==> src/rtl/menu_config_controller.sv <==
// -----------------------------------------------------------------------------
// menu_config_controller
// Sequencing FSM for the pre-play configuration menu. It walks the player
// through the mode, BPM, key (tom) and song menus using the arrow and enter
// buttons, remembers the last choice of each menu, and raises one-cycle load
// strobes for the datapath configuration registers.
//
// State table (code = db_estado_o)
//   OCIOSO      | 0 | idle, waiting for iniciar level
//   MENU_MODO   | 1 | browsing game modes
//   REG_MODO    | 2 | one-cycle load of the selected mode
//   MENU_BPM    | 3 | browsing tempo options
//   REG_BPM     | 4 | one-cycle load of the selected tempo
//   MENU_TOM    | 5 | browsing key options
//   REG_TOM     | 6 | one-cycle load of the key; mode 0 skips the song menu
//   MENU_MUSICA | 7 | browsing songs
//   REG_MUSICA  | 8 | one-cycle load of the selected song
//   PRONTO      | 9 | configuration done; iniciar edge restarts the menu
//
// Ports
//   clock_i, reset_i          system clock, async active-high reset
//   iniciar_i                 enter menu (level in OCIOSO, edge in PRONTO)
//   right/left/enter_*_i      debounced button levels
//   menu_sel_o                current menu (0 idle .. 5 pronto)
//   arduino_out_o             cursor of the current menu (0 outside menus)
//   registra_*_o              one-cycle load strobes
//   *_sel_o                   one-hot stored selections
//   config_pronta_o           high while in PRONTO
//   db_estado_o               state code for debug display
// -----------------------------------------------------------------------------
module menu_config_controller #(
    parameter int MODO   = 4,
    parameter int BPM    = 2,
    parameter int TOM    = 4,
    parameter int MUSICA = 16
) (
    input  logic              clock_i,
    input  logic              reset_i,
    input  logic              iniciar_i,
    input  logic              right_arrow_pressed_i,
    input  logic              left_arrow_pressed_i,
    input  logic              enter_pressed_i,
    output logic [2:0]        menu_sel_o,
    output logic [3:0]        arduino_out_o,
    output logic              registra_modo_o,
    output logic              registra_bpm_o,
    output logic              registra_tom_o,
    output logic              registra_musicas_o,
    output logic [MODO-1:0]   modo_sel_o,
    output logic [BPM-1:0]    bpm_sel_o,
    output logic [TOM-1:0]    tom_sel_o,
    output logic [MUSICA-1:0] musica_sel_o,
    output logic              config_pronta_o,
    output logic [3:0]        db_estado_o
);

    typedef enum logic [3:0] {
        OCIOSO      = 4'd0,
        MENU_MODO   = 4'd1,
        REG_MODO    = 4'd2,
        MENU_BPM    = 4'd3,
        REG_BPM     = 4'd4,
        MENU_TOM    = 4'd5,
        REG_TOM     = 4'd6,
        MENU_MUSICA = 4'd7,
        REG_MUSICA  = 4'd8,
        PRONTO      = 4'd9
    } state_t;

    localparam logic [3:0] LAST_MODO   = 4'(MODO - 1);
    localparam logic [3:0] LAST_BPM    = 4'(BPM - 1);
    localparam logic [3:0] LAST_TOM    = 4'(TOM - 1);
    localparam logic [3:0] LAST_MUSICA = 4'(MUSICA - 1);

    localparam logic [MODO-1:0]   ONE_MODO   = {{(MODO-1){1'b0}}, 1'b1};
    localparam logic [BPM-1:0]    ONE_BPM    = {{(BPM-1){1'b0}}, 1'b1};
    localparam logic [TOM-1:0]    ONE_TOM    = {{(TOM-1){1'b0}}, 1'b1};
    localparam logic [MUSICA-1:0] ONE_MUSICA = {{(MUSICA-1){1'b0}}, 1'b1};

    state_t              state_q, state_d;
    logic [3:0]          cursor_q, cursor_d;
    logic [3:0]          idx_modo_q, idx_modo_d;
    logic [3:0]          idx_bpm_q, idx_bpm_d;
    logic [3:0]          idx_tom_q, idx_tom_d;
    logic [3:0]          idx_musica_q, idx_musica_d;
    logic [MODO-1:0]     modo_sel_q, modo_sel_d;
    logic [BPM-1:0]      bpm_sel_q, bpm_sel_d;
    logic [TOM-1:0]      tom_sel_q, tom_sel_d;
    logic [MUSICA-1:0]   musica_sel_q, musica_sel_d;
    logic [2:0]          menu_sel_q, menu_sel_d;
    logic [3:0]          arduino_q, arduino_d;
    logic                reg_modo_q, reg_modo_d;
    logic                reg_bpm_q, reg_bpm_d;
    logic                reg_tom_q, reg_tom_d;
    logic                reg_musica_q, reg_musica_d;
    logic                pronta_q, pronta_d;
    logic                right_q, left_q, enter_q, iniciar_q;

    logic right_press, left_press, enter_press, iniciar_press;
    logic step_up, step_dn;

    assign right_press   = right_arrow_pressed_i & ~right_q;
    assign left_press    = left_arrow_pressed_i & ~left_q;
    assign enter_press   = enter_pressed_i & ~enter_q;
    assign iniciar_press = iniciar_i & ~iniciar_q;

    // Simultaneous right+left cancel each other; enter is checked first.
    assign step_up = right_press & ~left_press;
    assign step_dn = left_press & ~right_press;

    function automatic logic [3:0] step_cursor(input logic [3:0] v,
                                               input logic [3:0] last,
                                               input logic       up,
                                               input logic       dn);
        if (up)
            return (v == last) ? 4'd0 : v + 4'd1;
        else if (dn)
            return (v == 4'd0) ? last : v - 4'd1;
        else
            return v;
    endfunction

    always_comb begin
        state_d      = state_q;
        cursor_d     = cursor_q;
        idx_modo_d   = idx_modo_q;
        idx_bpm_d    = idx_bpm_q;
        idx_tom_d    = idx_tom_q;
        idx_musica_d = idx_musica_q;
        modo_sel_d   = modo_sel_q;
        bpm_sel_d    = bpm_sel_q;
        tom_sel_d    = tom_sel_q;
        musica_sel_d = musica_sel_q;

        case (state_q)
            OCIOSO: begin
                if (iniciar_i) begin
                    state_d  = MENU_MODO;
                    cursor_d = idx_modo_q;
                end
            end
            MENU_MODO: begin
                if (enter_press) begin
                    state_d    = REG_MODO;
                    idx_modo_d = cursor_q;
                    modo_sel_d = ONE_MODO << cursor_q;
                end else begin
                    cursor_d = step_cursor(cursor_q, LAST_MODO, step_up, step_dn);
                end
            end
            REG_MODO: begin
                state_d  = MENU_BPM;
                cursor_d = idx_bpm_q;
            end
            MENU_BPM: begin
                if (enter_press) begin
                    state_d   = REG_BPM;
                    idx_bpm_d = cursor_q;
                    bpm_sel_d = ONE_BPM << cursor_q;
                end else begin
                    cursor_d = step_cursor(cursor_q, LAST_BPM, step_up, step_dn);
                end
            end
            REG_BPM: begin
                state_d  = MENU_TOM;
                cursor_d = idx_tom_q;
            end
            MENU_TOM: begin
                if (enter_press) begin
                    state_d   = REG_TOM;
                    idx_tom_d = cursor_q;
                    tom_sel_d = ONE_TOM << cursor_q;
                end else begin
                    cursor_d = step_cursor(cursor_q, LAST_TOM, step_up, step_dn);
                end
            end
            REG_TOM: begin
                // Free-play mode (index 0) has no song to pick.
                if (idx_modo_q == 4'd0) begin
                    state_d = PRONTO;
                end else begin
                    state_d  = MENU_MUSICA;
                    cursor_d = idx_musica_q;
                end
            end
            MENU_MUSICA: begin
                if (enter_press) begin
                    state_d      = REG_MUSICA;
                    idx_musica_d = cursor_q;
                    musica_sel_d = ONE_MUSICA << cursor_q;
                end else begin
                    cursor_d = step_cursor(cursor_q, LAST_MUSICA, step_up, step_dn);
                end
            end
            REG_MUSICA: begin
                state_d = PRONTO;
            end
            PRONTO: begin
                if (iniciar_press) begin
                    state_d  = MENU_MODO;
                    cursor_d = idx_modo_q;
                end
            end
            default: begin
                state_d  = OCIOSO;
                cursor_d = 4'd0;
            end
        endcase
    end

    // Outputs are decoded from the next state so they register on the same
    // edge as the state; REG states keep their menu number and cursor.
    always_comb begin
        menu_sel_d   = 3'd0;
        arduino_d    = cursor_d;
        reg_modo_d   = (state_d == REG_MODO);
        reg_bpm_d    = (state_d == REG_BPM);
        reg_tom_d    = (state_d == REG_TOM);
        reg_musica_d = (state_d == REG_MUSICA);
        pronta_d     = (state_d == PRONTO);
        case (state_d)
            MENU_MODO, REG_MODO:     menu_sel_d = 3'd1;
            MENU_BPM, REG_BPM:       menu_sel_d = 3'd2;
            MENU_TOM, REG_TOM:       menu_sel_d = 3'd3;
            MENU_MUSICA, REG_MUSICA: menu_sel_d = 3'd4;
            PRONTO: begin
                menu_sel_d = 3'd5;
                arduino_d  = 4'd0;
            end
            default: begin
                menu_sel_d = 3'd0;
                arduino_d  = 4'd0;
            end
        endcase
    end

    always_ff @(posedge clock_i or posedge reset_i) begin
        if (reset_i) begin
            state_q      <= OCIOSO;
            cursor_q     <= 4'd0;
            idx_modo_q   <= 4'd0;
            idx_bpm_q    <= 4'd0;
            idx_tom_q    <= 4'd0;
            idx_musica_q <= 4'd0;
            modo_sel_q   <= ONE_MODO;
            bpm_sel_q    <= ONE_BPM;
            tom_sel_q    <= ONE_TOM;
            musica_sel_q <= ONE_MUSICA;
            menu_sel_q   <= 3'd0;
            arduino_q    <= 4'd0;
            reg_modo_q   <= 1'b0;
            reg_bpm_q    <= 1'b0;
            reg_tom_q    <= 1'b0;
            reg_musica_q <= 1'b0;
            pronta_q     <= 1'b0;
            right_q      <= 1'b0;
            left_q       <= 1'b0;
            enter_q      <= 1'b0;
            iniciar_q    <= 1'b0;
        end else begin
            state_q      <= state_d;
            cursor_q     <= cursor_d;
            idx_modo_q   <= idx_modo_d;
            idx_bpm_q    <= idx_bpm_d;
            idx_tom_q    <= idx_tom_d;
            idx_musica_q <= idx_musica_d;
            modo_sel_q   <= modo_sel_d;
            bpm_sel_q    <= bpm_sel_d;
            tom_sel_q    <= tom_sel_d;
            musica_sel_q <= musica_sel_d;
            menu_sel_q   <= menu_sel_d;
            arduino_q    <= arduino_d;
            reg_modo_q   <= reg_modo_d;
            reg_bpm_q    <= reg_bpm_d;
            reg_tom_q    <= reg_tom_d;
            reg_musica_q <= reg_musica_d;
            pronta_q     <= pronta_d;
            // Sampled in every state so presses seen during REG are not replayed.
            right_q      <= right_arrow_pressed_i;
            left_q       <= left_arrow_pressed_i;
            enter_q      <= enter_pressed_i;
            iniciar_q    <= iniciar_i;
        end
    end

    assign menu_sel_o         = menu_sel_q;
    assign arduino_out_o      = arduino_q;
    assign registra_modo_o    = reg_modo_q;
    assign registra_bpm_o     = reg_bpm_q;
    assign registra_tom_o     = reg_tom_q;
    assign registra_musicas_o = reg_musica_q;
    assign modo_sel_o         = modo_sel_q;
    assign bpm_sel_o          = bpm_sel_q;
    assign tom_sel_o          = tom_sel_q;
    assign musica_sel_o       = musica_sel_q;
    assign config_pronta_o    = pronta_q;
    assign db_estado_o        = state_q;

endmodule

==> config.mk <==
export PLATFORM = sky130hd
export DESIGN_NAME = menu_config_controller
export DESIGN_NICKNAME = d
export VERILOG_FILES = /design/src/rtl/menu_config_controller.sv
export SDC_FILE = /design/constraint.sdc
export NUM_CORES = 1
export LEC_CHECK = 0
export CAP_MARGIN = 40
export CORE_MARGIN = 5
export CORE_UTILIZATION = 50
export CTS_BUF_LIST = sky130_fd_sc_hd__clkbuf_4 sky130_fd_sc_hd__clkbuf_8
export DETAILED_ROUTE_END_ITERATION = 6
export PLACE_DENSITY = 0.75
export SLEW_MARGIN = 25
export SYNTH_ARGS = -nofsm -noshare
export SYNTH_HDL_FRONTEND = slang
export SYNTH_SLANG_ARGS = --single-unit
==> constraint.sdc <==
create_clock -name clock_i -period 4.25 [get_ports clock_i]
set_clock_uncertainty 0.1 [all_clocks]
set_input_delay 0.85 -clock clock_i [delete_from_list [all_inputs] [get_ports clock_i]]
set_output_delay 0.85 -clock clock_i [all_outputs]
set_load 0.01 [all_outputs]
; ---- Word-level counts from Yosys, hierarchy flattened
; Index checks and enable logic that the tools add are counted.
[totals]
reg_bits = 66
latch_bits = 0
mem_bits_rw = 0
rom_bits = 0
inputBits = 6
output_inout_bits = 42
wordCells = 101
n_memories = 0
[classes]
addsub = 2
mul = 0
div = 0
magnitude_cmp = 0
n_eq_ne = 21
shifts = 3
n_mux = 29
bitwise = 12
reduce_logical = 13
[op_table]
columns = operator, count
row1 = $mux 4, 26
row2 = $pmux 4 s10, 1
row3 = $pmux 4 s9, 1
row4 = $eq 4x3->1 const B, 8
row5 = $eq 4x2->1 const B, 5
row6 = $eq 4x4->1 const B, 5
row7 = $shl 1x4->16 const A, 1
row8 = $pmux 3 s5, 1
row9 = $eq 4x1->1 const B, 3
row10 = $logic_not 4->1, 3
row11 = $reduce_or 2->1, 5
row12 = $reduce_and 2->1, 4
row13 = $reduce_or 8->1, 1
row14 = $and 1x1->1, 6
row15 = $not 1->1, 6
row16 = $add 4x1->4 const B, 1
row17 = $shl 1x4->2 const A, 1
row18 = $shl 1x4->4 const A, 1
row19 = $sub 4x1->4 const B, 1

; ---- Depth between registers and ports, before layout
; Gate-level depths: netlist (run 1).
[depth]
word_depth = 9
ltp_mapped = 9
mapped_depth_nobuf = 8

; ---- Worst setup path before layout (run 1)
; OpenSTA, ideal clock, no wires.
[synth_timing]
path_type = input to register
start = in enter_pressed_i
end = reg arduino_q[0] (netlist: arduino_out_o[0])
setup_time_ps = 140
arrival_ps = 2070
t_required_ps = 4010
slack_ps = 1941
cell_stages = 7
n_path_buf = 1
path_cell_list = nor2b_1 -> clkbuf_1 -> a22o_1 -> o21ai_1 -> or3_1 -> a21oi_2 -> a31oi_1
[synth_via]
elab_chain_cells = 6
word_cells_on_any_way = 20
cone_classes = 8 x eq/ne / 10 x mux / 1 x bitwise / 1 x reduce/logical
[synth_lines]
columns = item, line
row1 = from (decl), 42  ; input logic enter_pressed_i,
row2 = $and 1x1->1 *, 104  ; assign enter_press = enter_pressed_i & ~enter_q;
row3 = $mux 4 (on tied branches), --
row4 = $pmux 4 s10 *, 135  ; case (state_q)
row5 = net state_d[0], 80  ; state_t state_q, state_d;
row6 = $eq 4x2->1 (tied with other cells), 221  ; case (state_d)
row7 = $reduce_or 8->1 (no line) *, --
row8 = $mux 4 *, 221
row9 = net arduino_d[0], 91  ; logic [3:0] arduino_q, arduino_d;
row10 = to (signal assigned), 272  ; arduino_q <= arduino_d;
row11 = to (decl), 91
; Mark *: on every way through the listed nets, which the timed path passes. The rest lies on a longest branch.
; A chain may end at the register's enable or synchronous reset.

; ---- Worst setup path in the final report (run 1)
[layout_timing]
start = in enter_pressed_i
end = reg arduino_q[2] (netlist: arduino_out_o[2])
; Same word-level chain as after synthesis.

==> impl_metrics.env, run 1 <==
export IMPL_grt_pass1_wl_microns=12600
export IMPL_synth_edff_count=0
export IMPL_fillCellCount=522
export IMPL_crit_fanout=8
export IMPL_whs_endpoint="musica_sel_o[0]"
export IMPL_cellLeakagePower_uw=0.00176
export IMPL_startpoint_type="input pin"
export IMPL_syn_avg_cell_area_sq_um=9.81
export IMPL_drcViolationCount=0
export IMPL_postCtsSetupBuffers=0
export IMPL_vias=2467
export IMPL_grt_max_degree=36
export IMPL_yosysWarnings=0
export IMPL_drive_gt1_share_pct=10.2
export IMPL_synth_ff_type="dfrtp_1"
export IMPL_max_cap_violations=0
export IMPL_routabilityCongestion=0.874
export IMPL_hpwl_microns=5330
export IMPL_finalInstanceArea_sq_mm=0.00384
export IMPL_fin_util_pct=63.7
export IMPL_postCtsHoldBufs=0
export IMPL_port_buffers=47
export IMPL_die_width_microns=89.2
export IMPL_avgViaCountPerCell=5.62
export IMPL_syn_nets=334
export IMPL_core_area_sq_mm=0.00603
export IMPL_tritoncts="done"
export IMPL_rsz0062_at_grt="false"
export IMPL_fmax_ghz=0.352
export IMPL_hold_start="musica_sel_o[0]"
export IMPL_post_route_period_util_pct=66.9
export IMPL_timing_rr_end="arduino_out_o[2]"
export IMPL_rrSetupSlack_ns=1.45
export IMPL_min_path_cells=2
export IMPL_clk_latency_ns=0.35
export IMPL_r2r_start="cursor_q[3]"
export IMPL_synth_seq_area_share_pct=52.8
export IMPL_hold_class="flip-flop to flip-flop"
export IMPL_netlist_cell_type_count=54
export IMPL_clock_sinks=66
export IMPL_worst_ep_required_time_ns=4.35
export IMPL_reg2reg_depth=5
export IMPL_root_buffer="clkbuf_8"
export IMPL_area_delta_synth_final_pct=22.3
export IMPL_synth_async_reset_ratio_pct=100
export IMPL_path_class="input pin to flip-flop"
export IMPL_status="finished clean"
export IMPL_finalNonFillerCells=439
export IMPL_core_rowCount=28
export IMPL_start_util_pct=52.1
export IMPL_synth_cells=320
export IMPL_io_pins=48
export IMPL_grt_usage_pct=21.1
export IMPL_endpoint_kind="flip-flop"
export IMPL_clock_path_buffers=2
export IMPL_dr_pass1_iters=6
export IMPL_ant_nets=0
export IMPL_min_period_ns=2.84
export IMPL_grt_pass1_vias=2442
export IMPL_grt_ovfl_total=0
export IMPL_clkTransAtPathRegs_ns=0.08
export IMPL_fp_dieH_microns=89.2
export IMPL_antenna_found_initial=0
export IMPL_fin_setup_tns_ns=0
export IMPL_post_drt_wl_per_cell_microns=17.6
export IMPL_htreeDepth=3
export IMPL_critPathArrivalTime_ns=2.95
export IMPL_die_area_sq_mm=0.00796
export IMPL_max_slew_margin_pct=49.5
export IMPL_tightest_slew_ns=0.758
export IMPL_diodes=0
export IMPL_powerDensity_mw_per_mm2=710
export IMPL_slew_viol_final=0
export IMPL_dp_cells=422
export IMPL_hold_violations=0
export IMPL_vdd_drop_max_v=0.000400
export IMPL_setup_violations=0
export IMPL_wirelength_microns=7740
export IMPL_nets=373
export IMPL_ys_seq_elements=66
export IMPL_cts_resized=0
export IMPL_drt_initial_drc_count=264
export IMPL_netlist_area_sq_mm=0.00314
export IMPL_cts_made_buffers=9
export IMPL_dpl_cell_area_sq_mm=0.00363
-- cell usage in the layout (no fill, tap or decap), types with 3 or more instances in the layout --
cell / Yosys / routed
dfstp_2: 4 / 4
clkinv_2: 0 / 3
o21ai_1: 16 / 16
nor2_1: 14 / 14
inv_1: 9 / 8
ha_1: 8 / 8
a21oi_1: 6 / 6
o211ai_1: 3 / 3
nand3_1: 15 / 15
o21ai_0: 8 / 8
a222oi_1: 3 / 3
a2111oi_0: 3 / 3
nand4b_1: 3 / 3
a31oi_1: 6 / 6
a22o_1: 5 / 5
or2_1: 3 / 3
nor2b_1: 5 / 5
inv_2: 4 / 5
clkdlybuf4s50_1: 0 / 47
clkbuf_8: 0 / 9
nand2b_1: 5 / 5
nand4_1: 3 / 3
nand3b_1: 7 / 7
mux2_1: 6 / 6
dfrtp_1: 62 / 62
nand2_1: 62 / 62
or3_1: 6 / 6
-- final cells by class --
class | instances | area [sq um] | area share [%]
Clock buffer | 9 | 124 | 3.23
Timing Repair Buffer | 50 | 505 | 13.2
Clock inverter | 7 | 70.1 | 1.82
Inverter | 13 | 48.8 | 1.27
Tap cell | 75 | 93.8 | 2.44
Multi-Input combinational cell | 219 | 1340 | 34.9
Sequential cell | 66 | 1660 | 43.1
-- worst max-delay path by stage --
stage                               start          endpoint  slack [ns]  depth (start not counted)
final                     enter_pressed_i  arduino_out_o[2]        1.41                          7
after global routing          cursor_q[3]  arduino_out_o[2]        1.18                          5
after CTS                 enter_pressed_i  arduino_out_o[2]        1.41                          7
after detailed placement  enter_pressed_i  arduino_out_o[2]        1.05                          7
after global placement    enter_pressed_i  arduino_out_o[1]        1.10                          7
after floorplan                   reset_i  arduino_out_o[0]        1.65                          1
-- synthesized netlist by cell type (3+ instances only) --
cell / count / area (sq um)
clkbuf_1: 16 / 60.1
nor2b_1: 5 / 31.3
nand2_1: 62 / 233
nand4_1: 3 / 18.8
dfrtp_1: 62 / 1550
mux2_1: 6 / 67.6
or3_1: 6 / 37.5
a222oi_1: 3 / 30.0
inv_1: 9 / 33.8
nand3b_1: 7 / 52.6
inv_2: 4 / 15.0
nand3_1: 15 / 75.1
dfstp_2: 4 / 105
ha_1: 8 / 100
nand4b_1: 3 / 26.3
o211ai_1: 3 / 22.5
o21ai_1: 16 / 80.1
or2_1: 3 / 18.8
a21oi_1: 6 / 30.0
a2111oi_0: 3 / 26.3
buf_2: 5 / 25.0
nor2_1: 14 / 52.6
a31oi_1: 6 / 37.5
nand2b_1: 5 / 31.3
o21ai_0: 8 / 40.0
a22o_1: 5 / 43.8
-- state kept, by name, summed over array words and instances, names as in the netlist, 2 cells and up --
| register | count |
|---|---|
| musica_sel_o | 16 |
| arduino_out_o | 4 |
| cursor_q | 4 |
| db_estado_o | 4 |
| idx_bpm_q | 4 |
| idx_modo_q | 4 |
| idx_musica_q | 4 |
| idx_tom_q | 4 |
| modo_sel_o | 4 |
| tom_sel_o | 4 |
| menu_sel_o | 3 |
| bpm_sel_o | 2 |
-- report_power, final --
part | switching (uW) | internal [uW]
sequential | 247 | 854
combinational | 588 | 513
clock | 253 | 270
-- kinds of logic (layout without fill, tap and decap cells) --
family	count (synthesis)	in the layout	synth area share, %
xor+xnor	1	1	0.279
flops	66	66	52.8
compound gates	67	67	15.1
simple gates	133	133	20.6
buf+inv	35	79	4.50
mux	10	10	3.51
fa+ha+maj	8	8	3.19
-- critical path, stage by stage --
cell and delay [ns]:
clkdlybuf4s50_1 0.52, nor2b_1 0.53, a22o_1 0.24, o21ai_1 0.10, or3_1 0.43, a21oi_2 0.23
nor2_1 0.06
-- metrics by stage --
stage	setup slack [ns]	hold slack, ns	total power (uW)
2_1_floorplan	1.65	0.347	1730
3_3_place_gp	1.10	0.342	2180
3_5_place_dp	1.05	0.344	2200
4_1_cts	1.41	0.356	2730
5_1_grt	1.18	0.372	2910
6_report	1.41	0.353	2730
-- metal layers --
metal	vias to the layer above	wire length (microns)	GRT usage, %
li1	1198	-	-
met1	1190	3630	29.5
met2	72	3690	32.4
met3	7	322	4.06
met4	0	100	8.39
met5	-	0	0
(Power assumes the default switching activity.)
==> run 2: changes to the inputs <==
==> constraint.sdc (replaced) <==
create_clock -name clock_i -period 2.85 [get_ports clock_i]
set_clock_uncertainty 0.1 [all_clocks]
set_input_delay 0.57 -clock clock_i [delete_from_list [all_inputs] [get_ports clock_i]]
set_output_delay 0.57 -clock clock_i [all_outputs]
set_load 0.01 [all_outputs]
==> impl_metrics.env, run 2 (same netlist as run 1, synthesis figures left out) <==
export IMPL_grt_usage_pct=21.4
export IMPL_htreeDepth=3
export IMPL_dr_pass1_iters=5
export IMPL_diodes=0
export IMPL_crit_fanout=6
export IMPL_drcViolationCount=0
export IMPL_clock_sinks=66
export IMPL_io_pins=48
export IMPL_post_drt_wl_per_cell_microns=17.0
export IMPL_area_delta_synth_final_pct=24.1
export IMPL_die_area_sq_mm=0.00796
export IMPL_fin_setup_tns_ns=0
export IMPL_layout_common_cells="62 x nand2_1, 62 x dfrtp_1, 47 x clkdlybuf4s50_1, 16 x o21ai_1, 15 x nand3_1"
export IMPL_path_class="flip-flop to flip-flop"
export IMPL_avgViaCountPerCell=5.75
export IMPL_finalNonFillerCells=447
export IMPL_clkTransAtPathRegs_ns=0.06
export IMPL_core_rowCount=28
export IMPL_die_width_microns=89.2
export IMPL_clk_latency_ns=0.34
export IMPL_largest_reg_flops=16
export IMPL_post_route_period_util_pct=86.4
export IMPL_vdd_drop_max_v=0.000624
export IMPL_tightest_slew_ns=0.570
export IMPL_dp_cells=431
export IMPL_hpwl_microns=5360
export IMPL_clock_path_buffers=2
export IMPL_cts_resized=0
export IMPL_worst_ep_required_time_ns=2.95
export IMPL_powerDensity_mw_per_mm2=1040
export IMPL_grt_max_degree=41
export IMPL_max_cap_violations=0
export IMPL_port_buffers=47
export IMPL_ant_nets=0
export IMPL_drive_gt1_share_pct=12.1
export IMPL_cts_made_buffers=9
export IMPL_rsz0062_at_grt="false"
export IMPL_routabilityCongestion=0.898
export IMPL_wirelength_microns=7610
export IMPL_critPathArrivalTime_ns=2.56
export IMPL_grt_pass1_wl_microns=12900
export IMPL_setup_violations=0
export IMPL_tritoncts="done"
export IMPL_grt_pass1_vias=2527
export IMPL_postCtsSetupBuffers=0
export IMPL_core_area_sq_mm=0.00603
export IMPL_fillCellCount=530
export IMPL_max_slew_margin_pct=61.0
export IMPL_start_util_pct=52.1
export IMPL_whs_ns=0.359
export IMPL_fp_dieH_microns=89.2
export IMPL_grt_ovfl_total=0
export IMPL_startpoint_type="flip-flop"
export IMPL_slew_viol_final=0
export IMPL_min_period_ns=2.46
export IMPL_postCtsHoldBufs=0
export IMPL_antenna_found_initial=0
export IMPL_nets=381
export IMPL_endpoint_kind="flip-flop"
export IMPL_cellLeakagePower_uw=0.00180
export IMPL_hold_class="flip-flop to flip-flop"
export IMPL_vias=2570
export IMPL_root_buffer="clkbuf_8"
export IMPL_drt_initial_drc_count=259
export IMPL_fmax_ghz=0.406
export IMPL_hold_violations=0
export IMPL_status="finished clean"
==> run 2: changes by cell type in the layout (fill, tap and decap cells not counted), sizes merged <==
cell	change
buf	+8
clkbuf	+7
clkinv	-5
bufinv	-1
clkinvlp	-1
==> run 2: metrics by stage <==
stage / worst slack [ns] / total power (uW) / instance area (sq um) / utilization [%]
final: 0.387 / 4070 / 3890 / 64.6
after global routing: 0.237 / 4360 / 3890 / 64.6
after CTS: 0.404 / 4090 / 3890 / 64.6
after detailed placement: 0.179 / 3340 / 3710 / 61.5
after global placement: 0.224 / 3280 / 3710 / 61.5
after floorplan: 0.532 / 2580 / 3140 / -
==> run 2: path summary, 6_finish.rpt <==
check | cells after the start | to | slack (ns) | start
max | 6 | arduino_out_o[0] | 0.39 | idx_modo_q[0]
max reg2reg | 6 | arduino_out_o[0] | 0.39 | idx_modo_q[0]
min in group asynchronous | 2 | idx_tom_q[1] | 0.51 | reset_i
min reg2reg | 2 | musica_sel_o[0] | 0.36 | musica_sel_o[0]
max in group asynchronous | 3 | musica_sel_o[0] | 1.47 | reset_i
min | 2 | musica_sel_o[0] | 0.36 | musica_sel_o[0]
==> run 2: final cells by class <==
type	count	area, sq um	share of cell area (%)
repair buffers	58	566	14.5
clock buffers	16	189	4.85
inverters	13	48.8	1.25
flip-flops and latches	66	1660	42.5
multi-input cells	219	1340	34.4
well taps	75	93.8	2.41
==> run 2: per-layer routing <==
metal / vias to the layer above / routed length [microns] / share of wire (%) / track usage, %
met5: - / 0 / 0 / 0
met4: 0 / 251 / 3.3 / 10.8
met3: 29 / 558 / 7.3 / 3.96
met2: 119 / 3590 / 47 / 33.0
met1: 1207 / 3210 / 42 / 28.8
li1: 1215 / - / - / -
==> run 2: power breakdown <==
group          internal, uW  leakage, uW  total [uW]  switching (uW)
combinational           804     0.000847        1770             966
sequential             1280     0.000853        1560             283
clock                   413     0.000102         739             326
total                  2490      0.00180        4070            1580
==> run 2: worst max-delay path: stages, from the launching register on <==
cell and delay (ns):
dfrtp_1 0.40, or4_1 0.70, o311ai_4 0.28, a21oi_2 0.12
or3_1 0.37, a21oi_2 0.28, a31oi_1 0.08
==> run 3: changes to the inputs <==
--- a/config.mk
+++ b/config.mk
@@ -10,7 +10,7 @@
 export CORE_UTILIZATION = 50
 export CTS_BUF_LIST = sky130_fd_sc_hd__clkbuf_4 sky130_fd_sc_hd__clkbuf_8
 export DETAILED_ROUTE_END_ITERATION = 6
-export PLACE_DENSITY = 0.75
+export PLACE_DENSITY = 0.78
 export SLEW_MARGIN = 25
 export SYNTH_ARGS = -nofsm -noshare
 export SYNTH_HDL_FRONTEND = slang
==> impl_metrics.env, run 3 (same netlist as run 1, synthesis figures left out) <==
export IMPL_drt_initial_drc_count=220
export IMPL_cellLeakagePower_uw=0.00181
export IMPL_core_rowCount=28
export IMPL_wirelength_microns=7490
export IMPL_clkTransAtPathRegs_ns=0.07
export IMPL_worstPathCellList="inv_1, ha_1, a2111oi_0, or3_1, a21oi_1, or3_1, a31oi_1"
export IMPL_dr_pass1_iters=5
export IMPL_startpoint_type="flip-flop"
export IMPL_routabilityCongestion=0.926
export IMPL_worst_ep_required_time_ns=3.00
export IMPL_die_area_sq_mm=0.00796
export IMPL_rsz0062_at_grt="false"
export IMPL_fillCellCount=491
export IMPL_area_delta_synth_final_pct=24.9
export IMPL_port_buffers=47
export IMPL_postCtsHoldBufs=0
export IMPL_drive_gt1_share_pct=12.3
export IMPL_diodes=0
export IMPL_grt_pass1_wl_microns=12600
export IMPL_setup_violations=0
export IMPL_fp_dieH_microns=89.2
export IMPL_postCtsSetupBuffers=0
export IMPL_largest_reg_flops=16
export IMPL_drcViolationCount=0
export IMPL_clock_path_buffers=2
export IMPL_rrSetupSlack_ns=0.34
export IMPL_hold_class="input pin to async pin"
export IMPL_r2r_start="cursor_q[1]"
export IMPL_antenna_found_initial=0
export IMPL_vdd_drop_max_v=0.000528
export IMPL_cts_resized=0
export IMPL_cp_common_cell="or3_1"
export IMPL_start_util_pct=52.1
export IMPL_max_cap_violations=0
export IMPL_status="finished clean"
export IMPL_clk_latency_ns=0.35
export IMPL_grt_pass1_vias=2539
export IMPL_avgViaCountPerCell=5.81
export IMPL_min_period_ns=2.51
export IMPL_fin_util_pct=65.1
export IMPL_slowest_stage="dfrtp_1"
export IMPL_grt_usage_pct=20.8
export IMPL_tritoncts="done"
export IMPL_root_buffer="clkbuf_8"
export IMPL_nets=382
export IMPL_finalInstanceArea_sq_mm=0.00392
export IMPL_fmax_ghz=0.398
export IMPL_path_class="flip-flop to flip-flop"
export IMPL_grt_ovfl_total=0
export IMPL_vias=2602
export IMPL_hpwl_microns=5300
export IMPL_critPathArrivalTime_ns=2.66
export IMPL_powerDensity_mw_per_mm2=1050
export IMPL_die_width_microns=89.2
export IMPL_crit_fanout=10
export IMPL_core_area_sq_mm=0.00603
export IMPL_max_slew_margin_pct=59.2
export IMPL_htreeDepth=3
export IMPL_cts_made_buffers=9
export IMPL_fin_setup_tns_ns=0
export IMPL_endpoint_kind="flip-flop"
export IMPL_clock_sinks=66
export IMPL_post_route_period_util_pct=88.1
export IMPL_layout_common_cells="62 x nand2_1, 62 x dfrtp_1, 47 x clkdlybuf4s50_1, 16 x o21ai_1, 15 x nand3_1"
export IMPL_dpl_cell_area_sq_mm=0.00371
export IMPL_ant_nets=0
export IMPL_grt_max_degree=34
export IMPL_crit_start="cursor_q[1]"
export IMPL_slew_viol_final=0
export IMPL_tightest_slew_ns=0.597
export IMPL_total_power_uw=4100
export IMPL_hold_violations=0
export IMPL_post_drt_wl_per_cell_microns=16.7
export IMPL_io_pins=48
export IMPL_slowest_delay_ns=0.52
run 3: cell types whose count changed in the layout (fill, tap and decap cells not counted), sizes merged:
| cell | previous run | this run |
|---|---|---|
| clkinvlp | 0 | 2 |
| clkinv | 0 | 2 |
| bufinv | 0 | 1 |
| clkbuf | 16 | 11 |
| buf | 11 | 12 |
run 3: worst max-delay path: cells and delay by family, from the launching register on:
| family | cells | cell delay (ns) |
|---|---|---|
| buffers and inverters | 1 | 0.21 |
| flip-flops | 1 | 0.52 |
| AND/OR/NAND/NOR | 2 | 0.58 |
| adder cells (fa/ha/maj) | 1 | 0.26 |
| AO/OA/AOI/OAI | 3 | 0.75 |
run 3: layout make-up:
type | instances | area, sq um | share of cell area, %
clock buffers | 11 | 139 | 3.54
clock inverters | 5 | 55.1 | 1.40
inverters | 13 | 48.8 | 1.24
multi-input cells | 219 | 1340 | 34.2
flip-flops and latches | 66 | 1660 | 42.3
well taps | 75 | 93.8 | 2.39
repair buffers | 59 | 586 | 14.9
run 3: worst paths after layout:
path                                    endpoint  depth (start not counted)
min in group clock_i             musica_sel_o[0]                          2
max in group asynchronous         db_estado_o[1]                          4
worst min register to register   musica_sel_o[0]                          2
worst min-delay path               modo_sel_o[1]                          2
worst max-delay path            arduino_out_o[0]                          7
worst max register to register  arduino_out_o[0]                          7
run 3: routing by layer:
layer	vias up	global-route usage, %	share of wire (%)
li1	1221	-	-
met3	15	4.70	7.4
met4	0	9.07	1.9
met2	113	33.2	47
met5	-	0	0
met1	1253	27.3	43
run 3: power breakdown:
group	switching, uW	leakage [uW]	internal (uW)
registers	284	0.000853	1270
logic	954	0.000857	806
clock network	357	0.0000962	420
total	1600	0.00181	2500
run 3: stage by stage:
step	hold slack (ns)	worst slack, ns	instances
after floorplan	0.347	0.532	320
after global placement	0.347	0.185	431
after detailed placement	0.346	0.148	431
after CTS	0.356	0.358	447
after global routing	0.296	0.126	448
final	0.309	0.339	448
